### src/rtl/uart_pkg.sv
// Shared types and constants for the UART transmit path.
package uart_pkg;

  localparam int UART_CLKS_PER_BIT_115200 = 434;

  typedef enum logic [1:0] {IDLE, START, DATA, STOP} uart_tx_state_t;

endpackage

### src/rtl/uart_tx_fifo.sv
// Synchronous FIFO feeding the UART serializer; writes into a full FIFO are dropped.
module uart_tx_fifo #(
  parameter int DEPTH = 8,
  parameter int WIDTH = 8
) (
  input  logic                     clk,
  input  logic                     rst,
  input  logic                     wen,
  input  logic [WIDTH-1:0]         wdata,
  input  logic                     ren,
  output logic [WIDTH-1:0]         rdata,
  output logic                     full,
  output logic                     empty,
  output logic [$clog2(DEPTH):0]   count
);

  localparam int AW = $clog2(DEPTH);
  localparam int CW = AW + 1;
  localparam logic [CW-1:0] FULL_CNT = CW'(DEPTH);

  logic [WIDTH-1:0] mem_q [DEPTH];
  logic [AW-1:0]    wptr_q, rptr_q;
  logic [CW-1:0]    count_q, count_d;
  logic             full_q, empty_q;
  logic             push, pop;

  // full gates the write even when a pop lands on the same edge
  assign push    = wen && !full_q;
  assign pop     = ren && !empty_q;
  assign count_d = count_q + CW'(push) - CW'(pop);

  always_ff @(posedge clk) begin
    if (push) mem_q[wptr_q] <= wdata;
  end

  always_ff @(posedge clk) begin
    if (rst) begin
      wptr_q  <= '0;
      rptr_q  <= '0;
      count_q <= '0;
      full_q  <= 1'b0;
      empty_q <= 1'b1;
    end else begin
      if (push) wptr_q <= wptr_q + AW'(1);
      if (pop)  rptr_q <= rptr_q + AW'(1);
      count_q <= count_d;
      full_q  <= (count_d == FULL_CNT);
      empty_q <= (count_d == '0);
    end
  end

  assign rdata = mem_q[rptr_q];
  assign full  = full_q;
  assign empty = empty_q;
  assign count = count_q;

endmodule

### src/rtl/uart_tx.sv
// 8N1 UART transmitter with a write FIFO; frames are sent back-to-back while data is queued.
module uart_tx
  import uart_pkg::*;
#(
  parameter int CLKS_PER_BIT = UART_CLKS_PER_BIT_115200,
  parameter int FIFO_DEPTH   = 8
) (
  input  logic                          clk,
  input  logic                          Rst,
  input  logic                          tx_wen,
  input  logic [7:0]                    uart_din,
  output logic                          tx_full,
  output logic                          tx_busy,
  output logic [$clog2(FIFO_DEPTH):0]   tx_count,
  output logic                          tx
);

  localparam int BW = $clog2(CLKS_PER_BIT);
  localparam int CW = $clog2(FIFO_DEPTH) + 1;
  localparam logic [BW-1:0] BAUD_LAST = BW'(CLKS_PER_BIT - 1);

  uart_tx_state_t state_q;
  logic [BW-1:0]  baud_q;
  logic [2:0]     bit_q;
  logic [7:0]     shift_q;
  logic           tx_q, busy_q;

  logic [7:0]     fifo_head;
  logic           fifo_empty;
  logic           bit_end, frame_gap, fifo_pop, push, idle_next, nonempty_next;

  uart_tx_fifo #(.DEPTH(FIFO_DEPTH), .WIDTH(8)) u_fifo (
    .clk   (clk),
    .rst   (Rst),
    .wen   (tx_wen),
    .wdata (uart_din),
    .ren   (fifo_pop),
    .rdata (fifo_head),
    .full  (tx_full),
    .empty (fifo_empty),
    .count (tx_count)
  );

  assign bit_end   = (baud_q == BAUD_LAST);
  // a new byte may be taken while idle or as the stop bit completes
  assign frame_gap = (state_q == IDLE) || ((state_q == STOP) && bit_end);
  assign fifo_pop  = frame_gap && !fifo_empty;
  assign idle_next = frame_gap && fifo_empty;
  assign push      = tx_wen && !tx_full;
  assign nonempty_next = push || (tx_count > CW'(fifo_pop));

  // tx is registered from the current state, so the line trails the FSM by one cycle
  always_ff @(posedge clk) begin
    if (Rst) begin
      state_q <= IDLE;
      baud_q  <= '0;
      bit_q   <= '0;
      shift_q <= '0;
      tx_q    <= 1'b1;
      busy_q  <= 1'b0;
    end else begin
      busy_q <= !idle_next || nonempty_next;
      case (state_q)
        IDLE: begin
          tx_q   <= 1'b1;
          baud_q <= '0;
          if (!fifo_empty) begin
            shift_q <= fifo_head;
            state_q <= START;
          end
        end
        START: begin
          tx_q <= 1'b0;
          if (bit_end) begin
            baud_q  <= '0;
            bit_q   <= '0;
            state_q <= DATA;
          end else begin
            baud_q <= baud_q + BW'(1);
          end
        end
        DATA: begin
          tx_q <= shift_q[0];
          if (bit_end) begin
            baud_q  <= '0;
            shift_q <= {1'b0, shift_q[7:1]};
            if (bit_q == 3'd7) state_q <= STOP;
            else               bit_q   <= bit_q + 3'd1;
          end else begin
            baud_q <= baud_q + BW'(1);
          end
        end
        STOP: begin
          tx_q <= 1'b1;
          if (bit_end) begin
            baud_q <= '0;
            if (!fifo_empty) begin
              shift_q <= fifo_head;
              state_q <= START;
            end else begin
              state_q <= IDLE;
            end
          end else begin
            baud_q <= baud_q + BW'(1);
          end
        end
      endcase
    end
  end

  assign tx      = tx_q;
  assign tx_busy = busy_q;

endmodule

### config.mk
export PLATFORM = sky130hd
export DESIGN_NAME = uart_tx
export DESIGN_NICKNAME = d
export VERILOG_FILES = /design/src/rtl/uart_pkg.sv /design/src/rtl/uart_tx_fifo.sv /design/src/rtl/uart_tx.sv
export SDC_FILE = /design/constraint.sdc
export NUM_CORES = 1
export LEC_CHECK = 0
export CAP_MARGIN = 15
export CORE_MARGIN = 5
export CORE_UTILIZATION = 63
export DETAILED_ROUTE_END_ITERATION = 8
export HOLD_SLACK_MARGIN = 0.15
export PLACE_DENSITY = 0.82
export SLEW_MARGIN = 20
export SYNTH_ARGS = -nofsm -noshare
export SYNTH_HDL_FRONTEND = slang
export SYNTH_SLANG_ARGS = --single-unit
### constraint.sdc
create_clock -name clk -period 6.4 [get_ports clk]
set_input_delay 1.28 -clock clk [delete_from_list [all_inputs] [get_ports clk]]
set_output_delay 1.28 -clock clk [all_outputs]
set_load 0.05 [all_outputs]
# After elaboration in Yosys (flattened, before gate mapping)
# Memory sizes are Yosys's and may differ from the RTL's. A register that Yosys moved wholly into a read port is not among the register bits.
# Cells that the tools add are included.
# Widths: inputs -> output; s select.
[classes] addsub=6 n_eq_ne=12 magnitude_cmp=1 n_mux=22 reduce_logical=20
[op_table] cell="$mux 8" count=3
[op_table] cell="$pmux 8 s3" count=1
[op_table] cell="$pmux 9 s2" count=1
[op_table] cell="$mux 3" count=5
[op_table] cell="$ne 2x2->1 const B" count=6
[op_table] cell="$mux 2" count=5
[op_table] cell="$add 3x1->3 const B" count=3
[op_table] cell="$add 9x1->9 const B" count=1
[op_table] cell="$eq 9x9->1 const B" count=1
[op_table] cell="$mux 9" count=1
[op_table] cell="$pmux 2 s4" count=1
[op_table] cell="$pmux 3 s2" count=1
[op_table] cell="$logic_and 1x1->1" count=5
[op_table] cell="$reduce_and 5->1" count=1
[op_table] cell="$add 4x1->4" count=1
[op_table] cell="$eq 2x2->1 const B" count=2
[op_table] cell="$eq 4x4->1 const B" count=1
[op_table] cell="$gt 4x1->1" count=1
[op_table] cell="$logic_not 4->1" count=1
[op_table] cell="$reduce_and 4->1" count=1
[op_table] cell="$sub 4x1->4" count=1
[op_table] cell="$eq 3x3->1 const B" count=1
[op_table] cell="$logic_not 1->1" count=3
[op_table] cell="$logic_or 1x1->1" count=3
[op_table] cell="9 further kinds" count=11
[totals] elab_cells=73 memories=1 regBits=36 out_inout_bits=7 mem_bits_rw=64
[mem_list] memory="u_fifo.mem_q" words=8 width=8 read_ports=1 rd_clocked_by_memory_dff=1 write_ports=1 line_no="uart_tx_fifo.sv:21" source="logic [WIDTH-1:0] mem_q [DEPTH];"

# Longest topological paths before layout
# Gate-level depths: netlist of run 1.
[logic_depth] depth_word=7 mapped_depth=13 mapped_depth_nobuf=13

# By module
# From an unflattened synthesis of run 1, not the netlist that was laid out.
[unflattened] cells_unflattened=302 hier_area_um2=4406.7
[by_module_without_submodules] mod="uart_tx_fifo" cells_per_inst=169 n_inst=1 seq_area_each_um2=2222.1 area_each_um2=3168.0
[by_module_without_submodules] mod="uart_tx" cells_per_inst=133 n_inst=1 seq_area_each_um2=480.5 area_each_um2=1238.7

# Least setup slack after synthesis of run 1
# No wires, ideal clock.
[synth_path] kind="input -> register" from="input tx_wen" to="memory u_fifo.mem_q[0][0], enable pin" setup_ps=383 path_slack_ps=3643 arrival_ps=2373 cell_stages=4 t_required_ps=6017 path_cell_list="nor2b_1 > clkbuf_1 > nand2b_1 > nor3_1"
[synth_between] elab_chain_cells=3
[synth_lines] item="start, declared" line_no="uart_tx.sv:10" source="input logic tx_wen,"
[synth_lines] item="$logic_and 1x1->1"
[synth_lines] item="net push" line_no="uart_tx.sv:30" source="logic bit_end, frame_gap, fifo_pop, push, idle_next, nonempty_next;"
[synth_lines] item="$mux 1" line_no="uart_tx_fifo.sv:33" source="if (push) mem_q[wptr_q] <= wdata;"
[synth_lines] item="$mux 1 (not written as such)" line_no="uart_tx_fifo.sv:33"
[synth_lines] item="end, declared" line_no="uart_tx_fifo.sv:21"
# The timed path passes the listed nets, and every way through them passes these cells.

# Worst setup path in the final report of run 1
[layout_path] from="input tx_wen" to="memory u_fifo.mem_q[0][1], enable pin"
[layout_between] elab_chain_cells=3
[layout_lines] item="$logic_and 1x1->1" line_no="uart_tx_fifo.sv:28" source="assign push = wen && !full_q;"
[layout_lines] item="$mux 1" line_no="uart_tx_fifo.sv:33"
[layout_lines] item="$mux 1 (not written as such)" line_no="uart_tx_fifo.sv:33"
# No other way between the ends.

==> run metrics, run 1 <==
status complete, no violations; Final TNS setup 0 ns; Peak VDD IR 0.260 mV; Die ar. 8570 sq um; post-synthesis area per instance 14.1 sq um; setup repair after global routing missed its margin false; Req. time, crit path 6.39 ns; routed vias/inst 5.97; root buffer cell clkbuf_8; initial standard-cell utilization of the core 64.0%; Tcrit/Tclk final 49.6%; Critical Path Fanout Max 8; Iter 0 DRT Violations 182; Min Clock Period, post-route 3.17 ns; hold-fix buffers at CTS 0; transition time of the tightest slew-check pin 1.03 ns; largest net degree at the start of global routing 26; routed wire length 7680 um; Synth-to-Final Area Change 10.1%; post-layout utilization of the core 70.4%; DR WL/cell 18.9 um; Slew Limit Headroom 31.1%; Netlist cell types 45; row count 30; kind of start point of the critical path primary input; commonest register cell after synthesis edfxtp_1; number of iterations in the first detailed-routing pass 4; post-cts gate resize count 0; cell breakdown of the critical path clkdlybuf4s50_1 > nor2b_1 > nand2b_1 > nor3_1; total vias in the final route 2428; leak pwr 1.68 nW; remaining routing DRC violations 0; Highest Clock Rate 315 MHz; critical-path cell with the highest stage delay nor3_1; number of hold violations in the final report 0; dominant cell by count in the synthesized netlist edfxtp_1; DRT antenna net count 0; number of buffers added by the clock tree synthesis step 9; skew final 0.0154 ns; clock transition time at the flip-flop clock pins of the worst setup and hold paths 0.11 ns; number of synthesized register bits 103; share of Yosys cell area claimed by the top area cell type 44.7%; die span in y 92.6 um; clock tree buffer depth 2; Cell Pwr Density 399 nW/um^2; kind of end point of the critical path flop; Max-Cap Viols 0; YS warnings 0; number of clock sinks 103; class of the worst hold path reg -> reg; count of final max-slew check failures 0; TritonCTS clock tree done; cell type group with the largest total delay on the critical path simple AND/OR/NAND/NOR gates; HPWL reported at the end of detailed placement 5400 um; final RePlAce weighted congestion 0.787; maximum level of the CTS H-tree 3; Die Width 92.6 um; total congestion overflow after global routing 0; cell accounting for the most synthesized area edfxtp_1; # IOs 18; top cells by area, synth edfxtp_1 45%, dfxtp_1 18%, mux4_2 6.3%; source-to-sink clock delay at the later pin of the worst-skew pair 0.37 ns; total standard cell area after synthesis 4300 sq um; via count of the first global-routing pass 2403; syn_nets 336; critical path start-end classification in -> reg; Setup violations, final 0; ratio of cells with drive above 1 in the final layout 11.0%; number of buffer and inverter stages on the critical path 1; ranking of synthesized cells by instance count 64 x edfxtp_1, 39 x dfxtp_1, 30 x nor2_1; number of enable flip-flop cells after synthesis 64; area of the core 6720 sq um; global router's overall resource usage 19.9%; number of setup buffers added after CTS 0; antenna violations before repair 0; port bufs 17; CP max stage delay 0.82 ns; Gate Count Post-Synth 305; part of the Yosys area used for sequential elements 62.9%; antenna diode instance count 0; arrival time at the worst endpoint 3.17 ns; Final nets 353; Async SR Flop Fraction 0%; first-pass GRT wire length 12500 um
==> placed cells by master (no fill, tap or decap), types with 5 or more instances in the layout <==
cell	synthesis	final
a22o_1	7	7
edfxtp_1	64	64
a21oi_1	17	17
clkdlybuf4s50_1	0	17
ha_1	19	19
o22ai_1	8	8
xnor2_1	5	5
nor2_1	30	30
nand2_1	7	7
mux2i_1	5	5
inv_1	22	22
nand2b_1	7	7
clkbuf_8	0	9
dfxtp_1	39	39
mux4_2	12	12
==> power by group <==
part           leakage (nW)  switching, mW  internal (mW)
registers             0.900         0.0700          0.791
logic                 0.670          0.342          0.269
clock network         0.109          0.255          0.163
==> sequential cells by signal, indices dropped and copies added (netlist names), named ones only <==
signal	flops
tx	1
u_fifo.count	4
tx_busy	1
u_fifo.wptr_q	3
state_q	2
u_fifo.full	1
shift_q	8
bit_q	3
u_fifo.empty	1
u_fifo.mem_q	64
u_fifo.rptr_q	3
baud_q	9
==> final timing paths <==
| kind | startpoint | end | slack (ns) | cells past startpoint |
|---|---|---|---|---|
| worst max register to register | baud_q[1] | u_fifo.full | 3.39 | 13 |
| worst max-delay path | tx_wen | u_fifo.mem_q[0][1] | 3.23 | 4 |
| worst min register to register | shift_q[7] | shift_q[7] | 0.49 | 1 |
| worst min-delay path | shift_q[7] | shift_q[7] | 0.49 | 1 |
==> final cells by class <==
type / count / area [sq um]
Clock buffer: 9 / 124
Clock inverter: 7 / 96.3
Fill cell: 408 / 1990
Inverter: 22 / 82.6
Multi-Input combinational cell: 169 / 1460
Sequential cell: 103 / 2700
Tap cell: 80 / 100
Timing Repair Buffer: 17 / 170
==> worst register-to-register path, stage by stage, from the launching register on <==
cell and delay [ns]:
dfxtp_1 0.39, inv_1 0.06, ha_1 0.18, and4b_1 0.27, a31oi_1 0.40, nor2_1 0.19
ha_1 0.32, inv_1 0.06, ha_1 0.16, inv_1 0.06, fa_1 0.38, xor2_1 0.26
nand3_1 0.11, nor3_1 0.13
==> stage by stage <==
| step | hold WS [ns] | total power [mW] | instances | worst slack (ns) | area [sq um] |
|---|---|---|---|---|---|
| after floorplan | 0.442 | 1.34 | 305 | 3.64 | 4300 |
| after global placement | 0.452 | 1.46 | 391 | 2.84 | 4510 |
| after detailed placement | 0.460 | 1.49 | 391 | 2.78 | 4510 |
| after CTS | 0.486 | 1.90 | 407 | 3.18 | 4730 |
| after global routing | 0.512 | 2.01 | 407 | 3.05 | 4730 |
| final | 0.486 | 1.89 | 407 | 3.23 | 4730 |
==> per-layer routing <==
layer | global-route usage [%] | vias to the layer above | wire (um)
met5 | 0 | - | 0
met4 | 5.45 | 0 | 116
met3 | 6.58 | 14 | 457
met2 | 30.4 | 61 | 3730
met1 | 27.6 | 1192 | 3370
li1 | - | 1161 | -
==> kinds of logic (layout without fill, tap and decap cells) <==
kind of cell | count (synthesis) | in the layout | synth area share, %
and+or+nand+nor | 71 | 71 | 8.41
DFF | 103 | 103 | 62.9
buffers and inverters | 33 | 55 | 3.32
adders and majority gates | 20 | 20 | 6.00
muxes | 25 | 25 | 10.9
xor gates and xnor gates | 8 | 8 | 1.63
AOI/OAI and AO/OA | 45 | 45 | 6.81
No activity file was read; power rests on OpenSTA's default activity.
==> run 2: changes to the inputs <==
- CORE_UTILIZATION: 63 -> 54
- PLACE_DENSITY: 0.82 -> 0.75
- clock period: 6.4 -> 2.7 ns (I/O delays scaled with it)
==> run metrics, run 2 (synthesis gave the netlist of run 1 again) <==
Filler Cells Inserted 553 (was 408); count of final max-slew check failures 0 (unchanged); status complete, no violations (unchanged); critical-path cell with the highest stage delay fa_1 (was nor3_1); root buffer cell clkbuf_8 (unchanged); register with the most flip-flops u_fifo.mem_q (unchanged); total vias in the final route 2479 (was 2428); Min Clock Period, post-route 2.55 ns; routed wire length 7340 um (was 7680 um); Cell Pwr Density 936 nW/um^2 (was 399 nW/um^2); ratio of cells with drive above 1 in the final layout 16.8% (was 11.0%); total congestion overflow after global routing 0 (unchanged); combined area of the multi-input logic cells 1470 sq um (was 1460 sq um); number of setup buffers added after CTS 0 (unchanged); source-to-sink clock delay at the later pin of the worst-skew pair 0.37 ns (about the same); Final nets 371 (was 353); leading cell types in the layout, fill and taps excluded 64 x edfxtp_1, 37 x dfxtp_1, 30 x nor2_1, 22 x inv_1, 19 x ha_1 (was 64 x edfxtp_1, 39 x dfxtp_1, 30 x nor2_1, 22 x inv_1, 19 x ha_1); antenna violations before repair 0 (unchanged); setup repair after global routing missed its margin false (unchanged); critical path start-end classification reg -> reg (was in -> reg); Iter 0 DRT Violations 169 (was 182); Max-Cap Viols 0 (unchanged); skew final 0.0157 ns (was 0.0154 ns); remaining routing DRC violations 0 (unchanged); maximum level of the CTS H-tree 3 (unchanged); global router's overall resource usage 16.3% (was 19.9%); Slew Limit Headroom 51.9% (was 31.1%); final RePlAce weighted congestion 0.755 (was 0.787); Final TNS setup 0 ns (unchanged); Highest Clock Rate 393 MHz; clock tree buffer depth 2 (unchanged); area used by sequential logic in the layout 2710 sq um (was 2700 sq um); area of the core 7730 sq um (was 6720 sq um); Critical Path Fanout Max 4 (was 8); die span in y 99.2 um (was 92.6 um); CP max stage delay 0.40 ns (was 0.82 ns); row count 32 (was 30); Regs by FF count u_fifo.mem_q (64), baud_q (9), shift_q (8) (unchanged); port bufs 17 (unchanged); number of clock sinks 103 (unchanged); Setup violations, final 0 (unchanged); number of buffers added by the clock tree synthesis step 9 (unchanged); cell breakdown of the critical path inv_1 > ha_1 > and4b_1 > a31oi_2 > nor2_1 > ha_1 > inv_1 > ha_1 > inv_1 > fa_1 > xor2_2 > a41o_1 (was clkdlybuf4s50_1 > nor2b_1 > nand2b_1 > nor3_1); antenna diode instance count 0 (unchanged); via count of the first global-routing pass 2509 (was 2403); TritonCTS clock tree done (unchanged); HPWL reported at the end of detailed placement 5190 um (was 5400 um); initial standard-cell utilization of the core 55.6% (was 64.0%); clock transition time at the flip-flop clock pins of the worst setup and hold paths 0.11 ns (about the same); DRT antenna net count 0 (unchanged); leak pwr 1.77 nW (was 1.68 nW); post-layout utilization of the core 63.5% (was 70.4%); Die ar. 9840 sq um (was 8570 sq um); largest net degree at the start of global routing 23 (was 26); # IOs 18 (unchanged); Req. time, crit path 2.96 ns (was 6.39 ns); arrival time at the worst endpoint 2.80 ns (was 3.17 ns); DR WL/cell 16.4 um (was 18.9 um); routed vias/inst 5.55 (was 5.97); commonest non-fill, non-tap cell in the layout edfxtp_1 (unchanged); class of the worst hold path reg -> reg (unchanged); number of flip-flops in the largest register 64 (unchanged); Peak VDD IR 0.564 mV (was 0.260 mV); kind of end point of the critical path flop (unchanged); Die Width 99.2 um (was 92.6 um); Synth-to-Final Area Change 14.1% (was 10.1%); Tcrit/Tclk final 94.3%; number of hold violations in the final report 0 (unchanged); kind of start point of the critical path flop (was primary input); transition time of the tightest slew-check pin 0.721 ns (was 1.03 ns); first-pass GRT wire length 12300 um (was 12500 um); number of iterations in the first detailed-routing pass 4 (unchanged)
[run 2: worst paths after layout]
| kind | from | slack [ns] | cells past startpoint | endpoint |
|---|---|---|---|---|
| worst max-delay path | baud_q[1] | 0.15 | 12 | u_fifo.empty |
| worst min-delay path | shift_q[7] | 0.49 | 1 | shift_q[7] |
| worst max register to register | baud_q[1] | 0.15 | 12 | u_fifo.empty |
| worst min register to register | shift_q[7] | 0.49 | 1 | shift_q[7] |
[run 2: critical path: cells and delay by family, from the launching register on]
family / cells / cell delay, ns
compound gates: 2 / 0.42
xor+xnor: 1 / 0.18
fa+ha+maj: 4 / 1.01
buf+inv: 3 / 0.16
flops: 1 / 0.36
simple gates: 2 / 0.31
[run 2: cell type report]
class	count	share of cell area, %
Tap cell	102	2.60
Multi-Input combinational cell	169	30.0
Clock inverter	7	1.81
Inverter	22	1.68
Timing Repair Buffer	35	6.22
Clock buffer	9	2.53
Sequential cell	103	55.2
[run 2: repair_timing]
item                                   in CTS  in global routing
hold buffers                                0                  0
resized for setup                           0                  5
setup endpoints to repair                   0                  3
endpoints found under the hold margin       0                  0
[run 2: report_power, final]
part / switching, mW / internal (mW) / leakage [nW]
clock: 0.594 / 0.383 / 0.107
sequential: 0.122 / 1.87 / 0.901
combinational: 0.913 / 0.704 / 0.763
[run 2: metal layers]
| metal | part of all wire, % | routed length (um) | global-route usage [%] |
|---|---|---|---|
| met1 | 45 | 3330 | 21.2 |
| met2 | 50 | 3630 | 26.4 |
| met3 | 2.8 | 204 | 2.59 |
| met4 | 2.4 | 173 | 8.40 |
| met5 | 0 | 0 | 0 |
[run 2: stage by stage]
step | instances | total power, mW | cell area [sq um] | setup WS [ns] | hold slack [ns]
2_1_floorplan | 305 | 3.18 | 4300 | 0.0989 | 0.442
3_3_place_gp | 431 | 3.55 | 4670 | 0.164 | 0.458
3_5_place_dp | 431 | 3.61 | 4670 | 0.0608 | 0.466
4_1_cts | 447 | 4.59 | 4880 | 0.0135 | 0.494
5_1_grt | 447 | 4.88 | 4900 | 0.0165 | 0.516
6_report | 447 | 4.59 | 4900 | 0.154 | 0.487
==> run 3: changes to the inputs <==
- SETUP_SLACK_MARGIN: unset -> 0.4
==> run metrics, run 3 (synthesis gave the netlist of run 1 again) <==
status complete, no violations (unchanged); kind of start point of the critical path flop (unchanged); via count of the first global-routing pass 2397 (was 2509); commonest non-fill, non-tap cell in the layout edfxtp_1 (unchanged); number of iterations in the first detailed-routing pass 4 (unchanged); sequential share of power 42.3% (was 43.5%); Final nets 374 (was 371); share of power burned in the clock network 19.4% (was 21.3%); net switching share of the total power 35.4% (was 35.5%); arrival time at the worst endpoint 2.68 ns (was 2.80 ns); metal1 wirelength 3540 um (was 3330 um); Die Width 99.2 um (unchanged); kind of end point of the critical path flop (unchanged); largest net degree at the start of global routing 21 (was 23); combinational cell fraction of total power 38.3% (was 35.2%); critical path start-end classification reg -> reg (unchanged); Min Clock Period, post-route 2.36 ns (was 2.55 ns); Max-Cap Viols 0 (unchanged); Final TNS setup 0 ns (unchanged); number of hold violations in the final report 0 (unchanged); total vias in the final route 2446 (was 2479); clock tree buffer depth 2 (unchanged); remaining routing DRC violations 0 (unchanged); ratio of cells with drive above 1 in the final layout 21.8% (was 16.8%); initial standard-cell utilization of the core 55.6% (unchanged); Filler Cells Inserted 532 (was 553); routed wire length 7550 um (was 7340 um); design area 4990 sq um (was 4900 sq um); transition time of the tightest slew-check pin 0.719 ns (was 0.721 ns); global router's overall resource usage 15.8% (was 16.3%); total length of routed met3 wires 203 um (was 204 um); number of clock sinks 103 (unchanged); Cell Pwr Density 948 nW/um^2 (was 936 nW/um^2); Req. time, crit path 3.02 ns (was 2.96 ns); switching pwr 1.68 mW (was 1.63 mW); Regs by FF count u_fifo.mem_q (64), baud_q (9), shift_q (8) (unchanged); antenna violations before repair 0 (unchanged); number of flip-flops in the largest register 64 (unchanged); source-to-sink clock delay at the later pin of the worst-skew pair 0.37 ns (about the same); total congestion overflow after global routing 0 (unchanged); class of the worst hold path reg -> reg (unchanged); register with the most flip-flops u_fifo.mem_q (unchanged); setup repair after global routing missed its margin true (was false); antenna diode instance count 0 (unchanged); hold-fix buffers at CTS 0 (unchanged); Setup violations, final 0 (unchanged); Tcrit/Tclk final 87.5% (was 94.3%); die span in y 99.2 um (unchanged); Highest Clock Rate 423 MHz (was 393 MHz); internal power consumption 3.06 mW (was 2.96 mW); Slew Limit Headroom 52.0% (was 51.9%); leading cell types in the layout, fill and taps excluded 64 x edfxtp_1, 35 x dfxtp_1, 29 x nor2_1, 20 x buf_4, 19 x inv_1 (was 64 x edfxtp_1, 37 x dfxtp_1, 30 x nor2_1, 22 x inv_1, 19 x ha_1); HPWL reported at the end of detailed placement 5140 um (was 5190 um); Critical Path Fanout Max 3 (was 4); clock transition time at the flip-flop clock pins of the worst setup and hold paths 0.10 ns (was 0.11 ns); Synth-to-Final Area Change 16.2% (was 14.1%); # IOs 18 (unchanged); maximum level of the CTS H-tree 3 (unchanged); Iter 0 DRT Violations 159 (was 169); TritonCTS clock tree done (unchanged); root buffer cell clkbuf_8 (unchanged); count of final max-slew check failures 0 (unchanged); port bufs 17 (unchanged); Die ar. 9840 sq um (unchanged); slack of the worst reg-to-reg path 0.34 ns (was 0.15 ns); skew final 0.0155 ns (was 0.0157 ns); placed inst area 4670 sq um (about the same); Peak VDD IR 0.496 mV (was 0.564 mV); routed vias/inst 5.44 (was 5.55); first-pass GRT wire length 12100 um (was 12300 um); leak pwr 1.79 nW (was 1.77 nW); DRT antenna net count 0 (unchanged); DR WL/cell 16.8 um (was 16.4 um); highest metal layer with signal wires met4 (unchanged); final RePlAce weighted congestion 0.772 (was 0.755); number of buffers added by the clock tree synthesis step 9 (unchanged); row count 32 (unchanged); sum of met2 wire segment lengths after detailed routing 3740 um (was 3630 um); area of the core 7730 sq um (unchanged)
run 3: cell types whose count changed in the layout (fill, tap and decap cells not counted), moves of 3 or more:
cell   change
ha_1       -3
inv_1      -3
inv_2      +3
ha_4       +3
run 3: power groups by stage:
stage                     clock [mW]  sequential [mW]  combinational, mW
after global placement             0             2.02               1.53
after floorplan                    0             2.15               1.07
final                          0.919             2.00               1.81
after detailed placement           0             2.04               1.59
after global routing            1.01             2.03               1.98
after CTS                      0.944             2.00               1.77
run 3: stage by stage:
stage               hold slack, ns  utilization [%]  worst slack, ns  power (mW)  instances
floorplan                    0.442                -            0.326        3.22        305
global placement             0.456             60.4            0.242        3.56        427
detailed placement           0.466             60.4           0.0961        3.62        427
CTS                          0.493             64.2            0.262        4.71        449
global route                 0.510             64.6            0.253        5.01        450
finish                       0.492             64.6            0.337        4.73        450
run 3: layout make-up:
type | count | area [sq um] | share of cell area (%)
Sequential cell | 103 | 2710 | 54.2
Multi-Input combinational cell | 169 | 1550 | 31.0
Timing Repair Buffer | 38 | 334 | 6.69
Tap cell | 102 | 128 | 2.56
Clock buffer | 9 | 124 | 2.48
Inverter | 22 | 82.6 | 1.65
Clock inverter | 7 | 71.3 | 1.43
run 3: critical path, stage by stage (launching register included):
cell,delay (ns)
dfxtp_2,0.34
inv_2,0.04
ha_4,0.13
and4b_2,0.26
a31oi_4,0.20
nor2_4,0.07
ha_4,0.27
inv_2,0.04
ha_4,0.16
buf_6,0.10
a21o_1,0.16
a21oi_2,0.17
xnor2_2,0.18
a41o_1,0.19
run 3: routing by layer:
metal / vias to the layer above / GRT usage, %
li1: 1205 / -
met3: 7 / 3.37
met1: 1206 / 21.5
met4: 0 / 4.10
met5: - / 0
met2: 28 / 26.2
run 3: worst paths after layout:
check,cells past startpoint,to,from
worst max register to register,13,u_fifo.empty,baud_q[1]
worst min-delay path,1,shift_q[1],shift_q[1]
worst max-delay path,13,u_fifo.empty,baud_q[1]
worst min register to register,1,shift_q[1],shift_q[1]
run 3: what timing repair did:
| item | CTS | global route |
|---|---|---|
| setup buffers | 6 | 1 |
| resized for setup | 12 | 7 |
| pin swaps | 9 | 5 |
| setup endpoints to repair | 5 | 7 |
